$ cat src/rtl/usb_pkg.sv
// Shared USB TX definitions: request codes, FSM states, SYNC/PID bytes and CRC16 constants.
package usb_pkg;

    typedef enum logic [2:0] {
        PktNone  = 3'd0,
        PktData0 = 3'd1,
        PktAck   = 3'd2,
        PktNak   = 3'd3,
        PktStall = 3'd4
    } tx_pkt_e;

    typedef enum logic [2:0] {
        IDLE, SYNC, PID, DATA, CRC_LO, CRC_HI, EOP_SE0, EOP_J
    } tx_state_e;

    localparam logic [7:0]  SYNC_BYTE  = 8'h80;
    localparam logic [7:0]  PID_DATA0  = 8'hC3;
    localparam logic [7:0]  PID_ACK    = 8'hD2;
    localparam logic [7:0]  PID_NAK    = 8'h5A;
    localparam logic [7:0]  PID_STALL  = 8'h1E;
    localparam logic [15:0] CRC16_POLY = 16'h8005;
    localparam logic [15:0] CRC16_INIT = 16'hFFFF;

    function automatic logic [7:0] pid_byte(input tx_pkt_e pkt);
        case (pkt)
            PktData0: return PID_DATA0;
            PktAck:   return PID_ACK;
            PktNak:   return PID_NAK;
            PktStall: return PID_STALL;
            default:  return 8'h00;
        endcase
    endfunction

endpackage

$ cat src/rtl/usb_crc16.sv
// Serial CRC16 (x^16+x^15+x^2+1), one data bit per shift_en, bits in transmission order.
module usb_crc16
    import usb_pkg::*;
(
    input  logic        clk,
    input  logic        n_rst,
    input  logic        clear,
    input  logic        shift_en,
    input  logic        data_bit,
    output logic [15:0] crc
);

    logic w_fb;

    assign w_fb = crc[15] ^ data_bit;

    always_ff @(posedge clk or negedge n_rst) begin
        if (!n_rst) begin
            crc <= CRC16_INIT;
        end else if (clear) begin
            crc <= CRC16_INIT;
        end else if (shift_en) begin
            crc <= {crc[14:0], 1'b0} ^ (w_fb ? CRC16_POLY : 16'h0000);
        end
    end

endmodule

$ cat src/rtl/usb_tx.sv
// USB packet serialiser: SYNC, PID, optional DATA0 payload + CRC16, then SE0/SE0/J EOP.
// Bit stuffing is compiled in only when USB_TX_BIT_STUFF_EN is defined.
module usb_tx
    import usb_pkg::*;
#(
    parameter int unsigned CLKS_PER_BIT = 8
) (
    input  logic       clk,
    input  logic       n_rst,
    input  logic [2:0] tx_packet,
    input  logic [6:0] buffer_occupancy,
    input  logic [7:0] tx_packet_data,
    output logic       get_tx_packet_data,
    output logic       d_plus,
    output logic       d_minus,
    output logic       tx_transfer_active,
    output logic       tx_error
);

    localparam int unsigned     CntW   = (CLKS_PER_BIT > 1) ? $clog2(CLKS_PER_BIT) : 1;
    localparam logic [CntW-1:0] CntMax = CntW'(CLKS_PER_BIT - 1);
`ifdef USB_TX_BIT_STUFF_EN
    localparam bit StuffEn = 1'b1;
`else
    localparam bit StuffEn = 1'b0;
`endif

    tx_state_e       r_state, w_state_nxt;
    tx_pkt_e         r_pkt, w_pkt_nxt;
    logic [CntW-1:0] r_clk_cnt, w_clk_cnt_nxt;
    logic [2:0]      r_bit_idx, w_bit_idx_nxt;
    logic [7:0]      r_shift, w_shift_nxt;
    logic [6:0]      r_byte_cnt, w_byte_cnt_nxt;
    logic [2:0]      r_ones, w_ones_nxt;
    logic            r_dp, w_dp_nxt;
    logic            r_dm, w_dm_nxt;
    logic            r_active, w_active_nxt;
    logic            r_err, w_err_nxt;

    logic            w_bit_end, w_in_pkt, w_launch, w_bit, w_get;
    logic            w_crc_clear, w_crc_shift;
    logic [15:0]     w_crc, w_crc_tx;

    usb_crc16 u_crc (
        .clk      (clk),
        .n_rst    (n_rst),
        .clear    (w_crc_clear),
        .shift_en (w_crc_shift),
        .data_bit (w_bit),
        .crc      (w_crc)
    );

    // Transmitted CRC is the complemented register, MSB first on the wire.
    always_comb begin
        for (int i = 0; i < 16; i++) begin
            w_crc_tx[i] = ~w_crc[15 - i];
        end
    end

    always_ff @(posedge clk or negedge n_rst) begin
        if (!n_rst) begin
            r_state    <= IDLE;
            r_pkt      <= PktNone;
            r_clk_cnt  <= '0;
            r_bit_idx  <= '0;
            r_shift    <= '0;
            r_byte_cnt <= '0;
            r_ones     <= '0;
            r_dp       <= 1'b1;
            r_dm       <= 1'b0;
            r_active   <= 1'b0;
            r_err      <= 1'b0;
        end else begin
            r_state    <= w_state_nxt;
            r_pkt      <= w_pkt_nxt;
            r_clk_cnt  <= w_clk_cnt_nxt;
            r_bit_idx  <= w_bit_idx_nxt;
            r_shift    <= w_shift_nxt;
            r_byte_cnt <= w_byte_cnt_nxt;
            r_ones     <= w_ones_nxt;
            r_dp       <= w_dp_nxt;
            r_dm       <= w_dm_nxt;
            r_active   <= w_active_nxt;
            r_err      <= w_err_nxt;
        end
    end

    always_comb begin
        w_state_nxt    = r_state;
        w_pkt_nxt      = r_pkt;
        w_clk_cnt_nxt  = r_clk_cnt;
        w_bit_idx_nxt  = r_bit_idx;
        w_shift_nxt    = r_shift;
        w_byte_cnt_nxt = r_byte_cnt;
        w_ones_nxt     = r_ones;
        w_dp_nxt       = r_dp;
        w_dm_nxt       = r_dm;
        w_active_nxt   = r_active;
        w_err_nxt      = 1'b0;
        w_launch       = 1'b0;
        w_bit          = 1'b0;
        w_get          = 1'b0;
        w_crc_clear    = 1'b0;
        w_crc_shift    = 1'b0;
        w_bit_end      = (r_clk_cnt == CntMax);
        w_in_pkt       = (r_state == SYNC) || (r_state == PID) || (r_state == DATA) ||
                         (r_state == CRC_LO) || (r_state == CRC_HI);

        if (r_state == IDLE) begin
            if ((tx_packet != 3'd0) && (tx_packet <= 3'd4)) begin
                w_state_nxt    = SYNC;
                w_pkt_nxt      = tx_pkt_e'(tx_packet);
                w_clk_cnt_nxt  = '0;
                w_bit_idx_nxt  = '0;
                w_shift_nxt    = SYNC_BYTE;
                w_byte_cnt_nxt = buffer_occupancy;
                w_active_nxt   = 1'b1;
                w_crc_clear    = 1'b1;
                w_launch       = 1'b1;
                w_bit          = SYNC_BYTE[0];
            end else if (tx_packet > 3'd4) begin
                w_err_nxt = 1'b1;
            end
        end else begin
            w_clk_cnt_nxt = w_bit_end ? '0 : r_clk_cnt + 1'b1;
            if (w_bit_end) begin
                if (StuffEn && w_in_pkt && (r_ones == 3'd6)) begin
                    // Stuffed zero: the bit position does not advance.
                    w_launch = 1'b1;
                    w_bit    = 1'b0;
                end else if (w_in_pkt && (r_bit_idx != 3'd7)) begin
                    w_bit_idx_nxt = r_bit_idx + 3'd1;
                    w_launch      = 1'b1;
                    w_bit         = r_shift[r_bit_idx + 3'd1];
                    w_crc_shift   = (r_state == DATA);
                end else begin
                    w_bit_idx_nxt = '0;
                    case (r_state)
                        SYNC: begin
                            w_state_nxt = PID;
                            w_shift_nxt = pid_byte(r_pkt);
                            w_launch    = 1'b1;
                            w_bit       = w_shift_nxt[0];
                        end
                        PID, DATA: begin
                            if ((r_state == PID) && (r_pkt != PktData0)) begin
                                w_state_nxt = EOP_SE0;
                                w_dp_nxt    = 1'b0;
                                w_dm_nxt    = 1'b0;
                            end else if (r_byte_cnt != '0) begin
                                w_state_nxt    = DATA;
                                w_get          = 1'b1;
                                w_shift_nxt    = tx_packet_data;
                                w_byte_cnt_nxt = r_byte_cnt - 7'd1;
                                w_launch       = 1'b1;
                                w_bit          = tx_packet_data[0];
                                w_crc_shift    = 1'b1;
                            end else begin
                                w_state_nxt = CRC_LO;
                                w_shift_nxt = w_crc_tx[7:0];
                                w_launch    = 1'b1;
                                w_bit       = w_crc_tx[0];
                            end
                        end
                        CRC_LO: begin
                            w_state_nxt = CRC_HI;
                            w_shift_nxt = w_crc_tx[15:8];
                            w_launch    = 1'b1;
                            w_bit       = w_crc_tx[8];
                        end
                        CRC_HI: begin
                            w_state_nxt = EOP_SE0;
                            w_dp_nxt    = 1'b0;
                            w_dm_nxt    = 1'b0;
                        end
                        EOP_SE0: begin
                            if (r_bit_idx == 3'd0) begin
                                w_bit_idx_nxt = 3'd1;
                            end else begin
                                w_state_nxt = EOP_J;
                                w_dp_nxt    = 1'b1;
                                w_dm_nxt    = 1'b0;
                            end
                        end
                        EOP_J: begin
                            w_state_nxt  = IDLE;
                            w_active_nxt = 1'b0;
                        end
                        default: w_state_nxt = IDLE;
                    endcase
                end
            end
        end

        // NRZI: a zero toggles both lines, a one holds them.
        if (w_launch) begin
            if (!w_bit) begin
                w_dp_nxt = ~r_dp;
                w_dm_nxt = ~r_dm;
            end
            w_ones_nxt = w_bit ? r_ones + 3'd1 : 3'd0;
        end
    end

    assign get_tx_packet_data = w_get;
    assign d_plus             = r_dp;
    assign d_minus            = r_dm;
    assign tx_transfer_active = r_active;
    assign tx_error           = r_err;

endmodule

$ cat config.mk
export PLATFORM = sky130hd
export DESIGN_NAME = usb_tx
export DESIGN_NICKNAME = d
export VERILOG_FILES = /design/src/rtl/usb_pkg.sv /design/src/rtl/usb_crc16.sv /design/src/rtl/usb_tx.sv
export SDC_FILE = /design/constraint.sdc
export NUM_CORES = 1
export LEC_CHECK = 0
export CAP_MARGIN = 20
export CORE_MARGIN = 2
export CORE_UTILIZATION = 64
export CTS_BUF_LIST = sky130_fd_sc_hd__clkbuf_8
export CTS_CLUSTER_SIZE = 16
export DETAILED_ROUTE_END_ITERATION = 12
export GPL_TIMING_DRIVEN = 1
export PLACE_DENSITY = 0.89
export SETUP_SLACK_MARGIN = 0.15
export SLEW_MARGIN = 40
export SYNTH_ARGS = -nofsm -noshare
export SYNTH_HDL_FRONTEND = slang
export SYNTH_HIERARCHICAL = 1
export SYNTH_SLANG_ARGS = --single-unit
$ cat constraint.sdc
create_clock -name clk -period 4.7 [get_ports clk]
set_clock_uncertainty 0.2 [all_clocks]
set_input_delay 0.94 -clock clk [delete_from_list [all_inputs] [get_ports clk]]
set_output_delay 0.94 -clock clk [all_outputs]
set_load 0.01 [all_outputs]
Word level (Yosys, flattened, before mapping)
Cells that the tools add are included.
{"block": "word_totals", "reg_bits": 47, "word_cells": 163}
{"block": "classes", "bitwise": 20, "n_mux": 82, "n_eq_ne": 19, "addsub": 3, "reduce_logical": 25, "order_cmp": 3}
{"operator": "7-bit 2-to-1 mux", "count": 7}
{"operator": "16-bit 2-to-1 mux", "count": 3}
{"operator": "8-bit 2-to-1 mux", "count": 6}
{"operator": "1-bit 2-to-1 mux", "count": 45}
{"operator": "3-bit 2-to-1 mux", "count": 13}
{"operator": "8-bit one-hot mux with 4 select lines", "count": 1}
{"operator": "8-bit one-hot mux with 3 select lines", "count": 1}
{"operator": "3-bit equality test (second input constant)", "count": 6}
{"operator": "1-bit inverter", "count": 18}
{"operator": "16-bit XOR", "count": 1}
{"operator": "3-bit one-hot mux with 5 select lines", "count": 1}
{"operator": "3-bit by 2-bit equality test with 1-bit output (second input constant)", "count": 4}
{"operator": "2-bit nonzero test", "count": 5}
{"operator": "3-bit != test (second input constant)", "count": 3}
{"operator": "1-bit one-hot mux with 3 select lines", "count": 3}
{"operator": "4-bit AND reduction", "count": 2}
{"operator": "7-bit nonzero test", "count": 1}
{"operator": "7-bit by 1-bit subtractor with 7-bit output (second input constant)", "count": 1}
{"operator": "3-bit by 1-bit adder with 3-bit output (second input constant)", "count": 2}
{"operator": "3-bit by 1-bit equality test with 1-bit output (second input constant)", "count": 2}
{"operator": "3-bit logical NOT", "count": 2}
{"operator": "6-bit AND reduction", "count": 1}
{"operator": "5-bit AND reduction", "count": 1}
{"operator": "1-bit logical OR", "count": 4}
{"operator": "14 further kinds", "count": 19}

Depth between registers and ports, before layout
Gate-level depths: netlist of run 1.
{"block": "depth", "word_depth": 14, "ltp_mapped": 10, "ltp_nobuf": 10}

Cells and area by module
The synthesis of run 1 kept the hierarchy.
{"module": "usb_tx", "cells_each": 252, "n_inst": 1, "area_per_inst_um2": 2128.3}
{"module": "usb_crc16", "cells_each": 56, "n_inst": 1, "area_per_inst_um2": 726.9}

Least setup slack after synthesis of run 1
Ideal clock, no wire load.
{"block": "synth_timing", "path_kind": "input -> output", "startpoint": "input port tx_packet[1]", "endpoint": "output port get_tx_packet_data", "stages": 7, "t_arrival_ps": 2353, "setup_slack_ps": 1207, "required_ps": 3560, "path_buffers": 1, "cell_sequence": "or2_2 -> ha_1 -> and2_1 -> buf_4 -> a21o_1 -> nand3_1 -> nor2_1"}
{"element": "start, declared", "line_no": "usb_tx.sv:10", "text": "input logic [2:0] tx_packet,"}
{"element": "end, declared", "line_no": "usb_tx.sv:13", "text": "output logic get_tx_packet_data,"}

==> impl_metrics.toml, run 1 <==
[clock_tree]
cts_tree = "done"
cts_hold_buf = 0
numCtsBuffers = 5
clkTransAtPathRegs_ps = 80
cts-htree-levels = 2
postCtsResizedCells = 0
cts-root-buf = "clkbuf_8"
cts_sinks = 47
worstSkewPairLatency_ps = 310
cts_buffer_depth = 2
post_cts_buffers = 0

[synthesis]
synth-edff-count = 0
synth_xor_area_share_pct = 1.53
synth_area_leaders = "dfrtp_1, dfstp_2, a211o_1, ha_1, nand2_1"
yosys.area.top_type_share_pct = 26.3
synthMuxAreaShare_pct = 4.08
synthDistinctLibCells = 57
ys_ff_latch = 47
syn_nets = 336
ys.flop_type = "dfrtp_1"
seq_area_frac_synth_pct = 41.9
synth_top_cell_by_area = "dfrtp_1"
synth-simple-area-share_pct = 21.3
avgSynthCellArea_um2 = 9.27
yosys_warnings = 6
netlist_instances = 308
synthArstFlopShare_pct = 100
synth_adder_area_share_pct = 3.51
synth_compound_area_share_pct = 23.2
netlist_area_mm2 = 0.00286
synth_top_family_by_area = "compound AO/OA/AOI/OAI gates"

[placement]
dpl.hpwl_mm = 4.65
placedCellCount = 369
post-place-ws_ps = 394
io_buffers = 24
dpl-instance-area_mm2 = 0.00310
gp_congestion = 0.858

[finish]
fill_cells = 323
final_area_mm2 = 0.00319
syn2layout_area_growth_pct = 11.7
fin_cells = 377
fin_nets = 352
antenna_cells = 0
drive_gt1_share_pct = 15.1
utilization_pct = 73.7

[timing]
timing.final.crit_share_pct = 91.3
max_slew.worst_pin.slew_ps = 757
whs_ps = 280
fmax_ghz = 0.233
final.setup.tns_ps = 0
max-slew-margin-rel_pct = 49.6
setup_violations = 0
fin_crit_ps = 4290
fin_ws_ps = 409
rsz0062_at_grt = "no"
finalHoldViolCount = 0
drv_slew = 0

[global_routing]
grt_first_pass_wirelength_mm = 10.9
grt_max_degree = 48
gr-usage-all-layers_pct = 27.7
grt_pass1_vias = 2255
grt-ovfl-total = 0
antenna_found_initial = 0

[floorplanning]
ios = 25
die-area_mm2 = 0.00501
die_w_um = 70.8
die_h_um = 70.8
design.core.area_mm2 = 0.00432
fp-row-count = 24
start_util_pct = 66.0

[drt]
ant_nets = 0
drt_first_pass_iters = 5
via_count = 2352
wl_per_cell_um = 17.1
drt_iter0_drc = 201
routed_via_density = 6.24
drc_errors = 0
routed_wl_mm = 6.43

[setup_path]
critical_path.endpoint_type = "output port"
required_ps = 3560
worstPathArrival_ps = 3150
critPathLaunchType = "input pin"
path_max_fanout = 7
reg2reg_slack_ps = 1500
path_class = "in2out"

[run]
drv_cap = 0

[hold_path]
hp-class = "reg2reg"

[power]
ir_drop_mv = 0.330
p_per_area_mw_per_mm2 = 566
total_power_mw = 1.81
leakagePower_nw = 1.29

[run_status]
status = "finished, final reports clean"
metal layers:
layer | vias up | routed length [um] | global-route usage [%]
met4 | 0 | 95 | 11.1
met1 | 1139 | 2940 | 40.1
met2 | 57 | 3130 | 42.6
met5 | - | 0 | 0
met3 | 7 | 266 | 3.56
li1 | 1149 | - | -
sequential cells by signal (all words and copies together) (netlist names):
signal              flops
d_minus                 1
d_plus                  1
r_bit_idx               3
r_byte_cnt              7
r_clk_cnt               3
r_pkt                   3
r_shift                 8
r_state                 3
tx_error                1
tx_transfer_active      1
u_crc/crc              16
Yosys cell counts, types with 3 or more instances:
| master | n |
|---|---|
| a211o_1 | 13 |
| o221ai_1 | 3 |
| a211o_2 | 3 |
| and2_1 | 8 |
| nand3b_1 | 7 |
| nor3_1 | 6 |
| buf_2 | 4 |
| nand3_1 | 12 |
| o21ai_1 | 10 |
| inv_1 | 8 |
| nor2b_1 | 11 |
| mux2i_1 | 6 |
| a21oi_1 | 16 |
| ha_1 | 8 |
| xnor2_1 | 4 |
| o211ai_1 | 3 |
| nand2_1 | 26 |
| clkbuf_1 | 12 |
| a22o_1 | 8 |
| o32ai_1 | 3 |
| a21boi_1 | 3 |
| dfrtp_1 | 30 |
| o21ai_0 | 19 |
| and2b_2 | 5 |
| mux2_2 | 3 |
| dfstp_2 | 17 |
| nor2_1 | 20 |
critical path: stages:
cell	delay, ps
clkdlybuf4s50_1	420
or2_2	280
ha_1	360
and2_1	180
a21o_1	200
nand3_1	130
nor2_1	100
clkdlybuf4s50_1	540
power by group:
group	switching (mW)	internal (mW)	total, mW	leakage (nW)
clock network	0.132	0.102	0.234	0.0496
registers	0.207	0.607	0.814	0.545
logic	0.376	0.381	0.757	0.700
total	0.715	1.09	1.81	1.29
logic make-up after synthesis:
logic type                 Yosys count
and+or+nand+nor                    113
AOI/OAI and AO/OA                   97
DFF                                 47
buffers and inverters               28
muxes                               10
adders and majority gates            8
xor gates and xnor gates             5
cell usage in the layout (no fill, tap or decap), types with 4 or more instances in the layout:
cell type,Yosys,final
buf_4,2,5
clkbuf_8,0,5
nor2b_1,11,11
ha_1,8,8
o21ai_1,10,10
xnor2_1,4,4
a21oi_1,16,16
a211o_1,13,13
nand3_1,12,12
o21ai_0,19,19
nor3_1,6,6
dfstp_2,17,17
nand2_1,26,26
nand3b_1,7,7
a22o_1,8,8
dfrtp_1,30,30
mux2i_1,6,6
inv_1,8,9
nor2_1,20,20
and2_1,8,8
and2b_2,5,5
clkdlybuf4s50_1,0,23
worst paths after layout:
kind | start | endpoint | depth (start not counted)
min | d_minus | d_minus | 1
max in group asynchronous | n_rst | u_crc/crc[8] | 1
max reg2reg | r_state[2] | u_crc/crc[3] | 9
min reg2reg | d_minus | d_minus | 1
min in group asynchronous | n_rst | r_bit_idx[2] | 1
max | tx_packet[0] | get_tx_packet_data | 8
area by class of cell:
type	instances	area, um^2	share of cell area (%)
Multi-Input combinational cell	233	1540	48.3
Clock inverter	3	15.0	0.471
Tap cell	52	65.1	2.04
Sequential cell	47	1200	37.6
Inverter	9	33.8	1.06
Timing Repair Buffer	28	268	8.40
Clock buffer	5	68.8	2.16
Note: power is estimated with default switching activity, not from simulation.
==> run 2: changes to the inputs <==
--- a/config.mk
+++ b/config.mk
@@ -9,7 +9,7 @@
 export CORE_MARGIN = 2
 export CORE_UTILIZATION = 64
 export CTS_BUF_LIST = sky130_fd_sc_hd__clkbuf_8
-export CTS_CLUSTER_SIZE = 16
+export CTS_CLUSTER_SIZE = 40
 export DETAILED_ROUTE_END_ITERATION = 12
 export GPL_TIMING_DRIVEN = 1
 export PLACE_DENSITY = 0.89
==> results of run 2 <==
No change in the layout: final DEF, timing and power equal those of run 1.
==> run 3: changes to the inputs <==
--- a/config.mk
+++ b/config.mk
@@ -7,12 +7,12 @@
 export LEC_CHECK = 0
 export CAP_MARGIN = 20
 export CORE_MARGIN = 2
-export CORE_UTILIZATION = 64
+export CORE_UTILIZATION = 25
 export CTS_BUF_LIST = sky130_fd_sc_hd__clkbuf_8
 export CTS_CLUSTER_SIZE = 40
 export DETAILED_ROUTE_END_ITERATION = 12
 export GPL_TIMING_DRIVEN = 1
-export PLACE_DENSITY = 0.89
+export PLACE_DENSITY = 0.43
 export SETUP_SLACK_MARGIN = 0.15
 export SLEW_MARGIN = 40
 export SYNTH_ARGS = -nofsm -noshare
==> run 3 against run 2 <==
Largest cell class unchanged. Register-to-register slack improved by 40 ps. Sequential share of layout area shrank 1.9 points. Highest routed layer unchanged. Count of clock-buffer cells in the layout grew 1. Via count fell by 1.8%. Clock power grew 35%.
==> impl_metrics.toml, run 3 (synthesized netlist as in run 1, its figures left out) <==
[timing]
fin_crit_ps = 4190
rsz0062_at_grt = "no"
max_slew.worst_pin.slew_ps = 761
whs_ps = 289
timing.final.crit_share_pct = 89.1
final.setup.tns_ps = 0
setup_violations = 0
max-slew-margin-rel_pct = 49.3
drv_slew = 0
finalHoldViolCount = 0
fmax_ghz = 0.239

[setup_path]
path_buf_inv = 2
path_class = "in2out"
cp_common_cell = "clkdlybuf4s50_1"
critPathLaunchType = "input pin"
critical_path.max_stage_delay_ps = 540
worstPathArrival_ps = 3050
cp_cell_sequence = "clkdlybuf4s50_1 -> or2_2 -> ha_1 -> and2_1 -> a21o_1 -> nand3_1 -> nor2_1 -> clkdlybuf4s50_1"
critical_path.endpoint_type = "output port"
path_max_fanout = 6
startpoint = "tx_packet[0]"
cp_slowest_cell = "clkdlybuf4s50_1"
worstReg2RegStart = "r_state[1]"
required_ps = 3560
path_delay_family = "buffers and inverters"

[finish]
reg.largest.list = "u_crc/crc x16, r_shift x8, r_byte_cnt x7"
largest_reg_flops = 16
largest-register = "u_crc/crc"
syn2layout_area_growth_pct = 17.7
layout_commonest_cell = "dfrtp_1"
fin_cells = 470
mostFrequentLayoutCells = "dfrtp_1, nand2_1, clkdlybuf4s50_1"
fin_nets = 354
utilization_pct = 29.8
antenna_cells = 0
drive_gt1_share_pct = 15.9
fill_cells = 1166

[floorplanning]
die-area_mm2 = 0.0123
fp-row-count = 39
die_h_um = 111
die_w_um = 111
start_util_pct = 25.3
ios = 25
design.core.area_mm2 = 0.0113

[power]
leakagePower_nw = 1.32
p_per_area_mw_per_mm2 = 566
ir_drop_mv = 0.186

[clock_tree]
numCtsBuffers = 5
cts_sinks = 47
cts-htree-levels = 2
postCtsResizedCells = 0
cts_buffer_depth = 2
post_cts_buffers = 0
clkTransAtPathRegs_ps = 90
cts-root-buf = "clkbuf_8"
cts_hold_buf = 0
cts_tree = "done"
worstSkewPairLatency_ps = 300

[drt]
drc_errors = 0
routed_via_density = 4.91
wl_per_cell_um = 15.8
ant_nets = 0
routed_wl_mm = 7.41
drt_iter0_drc = 177
via_count = 2310
drt_first_pass_iters = 4

[hold_path]
min_from = "d_minus"
hp-class = "reg2reg"

[placement]
dpl.hpwl_mm = 5.24
placedCellCount = 462
io_buffers = 24
gp_congestion = 0.775

[run]
drv_cap = 0

[run_status]
status = "finished, final reports clean"

[global_routing]
grt_first_pass_wirelength_mm = 12.1
gr-usage-all-layers_pct = 12.3
grt_pass1_vias = 2268
grt_max_degree = 48
grt-ovfl-total = 0
antenna_found_initial = 0
-- run 3: cell types whose count changed in the layout (fill, tap and decap cells not counted), sizes merged --
cell and delta:
inv -2, buf +2, bufinv +1, clkbuf +1
-- run 3: path summary, 6_finish.rpt --
kind | end | slack, ps | cells past startpoint
worst min register to register | d_minus | 290 | 1
worst min-delay path | d_minus | 290 | 1
max in group asynchronous | r_shift[1] | 3350 | 2
worst max register to register | u_crc/crc[15] | 1540 | 7
min in group asynchronous | r_byte_cnt[0] | 530 | 2
worst max-delay path | get_tx_packet_data | 510 | 8
-- run 3: metrics by stage --
stage / power [mW] / instance area [um^2] / worst slack [ps]
after CTS: 1.92 / 3350 / 489
final: 1.90 / 3360 / 514
after global placement: 1.59 / 3230 / 502
after global routing: 2.05 / 3360 / 364
after floorplan: 1.35 / 2860 / 1210
after detailed placement: 1.59 / 3230 / 483
-- run 3: metal layers --
layer  track usage (%)  wire (um)  vias to the layer above
met3              2.13        291                        7
met1              17.0       3660                     1107
met2              20.0       3380                       42
met4              2.83         79                        0
li1                  -          -                     1154
met5                 0          0                        -
-- run 3: power breakdown --
group / switching (mW) / internal (mW) / leakage (nW)
clock network: 0.143 / 0.172 / 0.0612
registers: 0.206 / 0.607 / 0.545
logic: 0.388 / 0.385 / 0.709
-- run 3: area by class of cell --
type | instances | area, um^2 | area share (%)
multi-input combinational | 233 | 1550 | 46.2
sequential | 47 | 1200 | 35.6
timing repair buffer | 30 | 280 | 8.34
tap | 143 | 179 | 5.33
clock buffer | 6 | 82.6 | 2.46
clock inverter | 2 | 35.0 | 1.04
inverter | 9 | 33.8 | 1.01
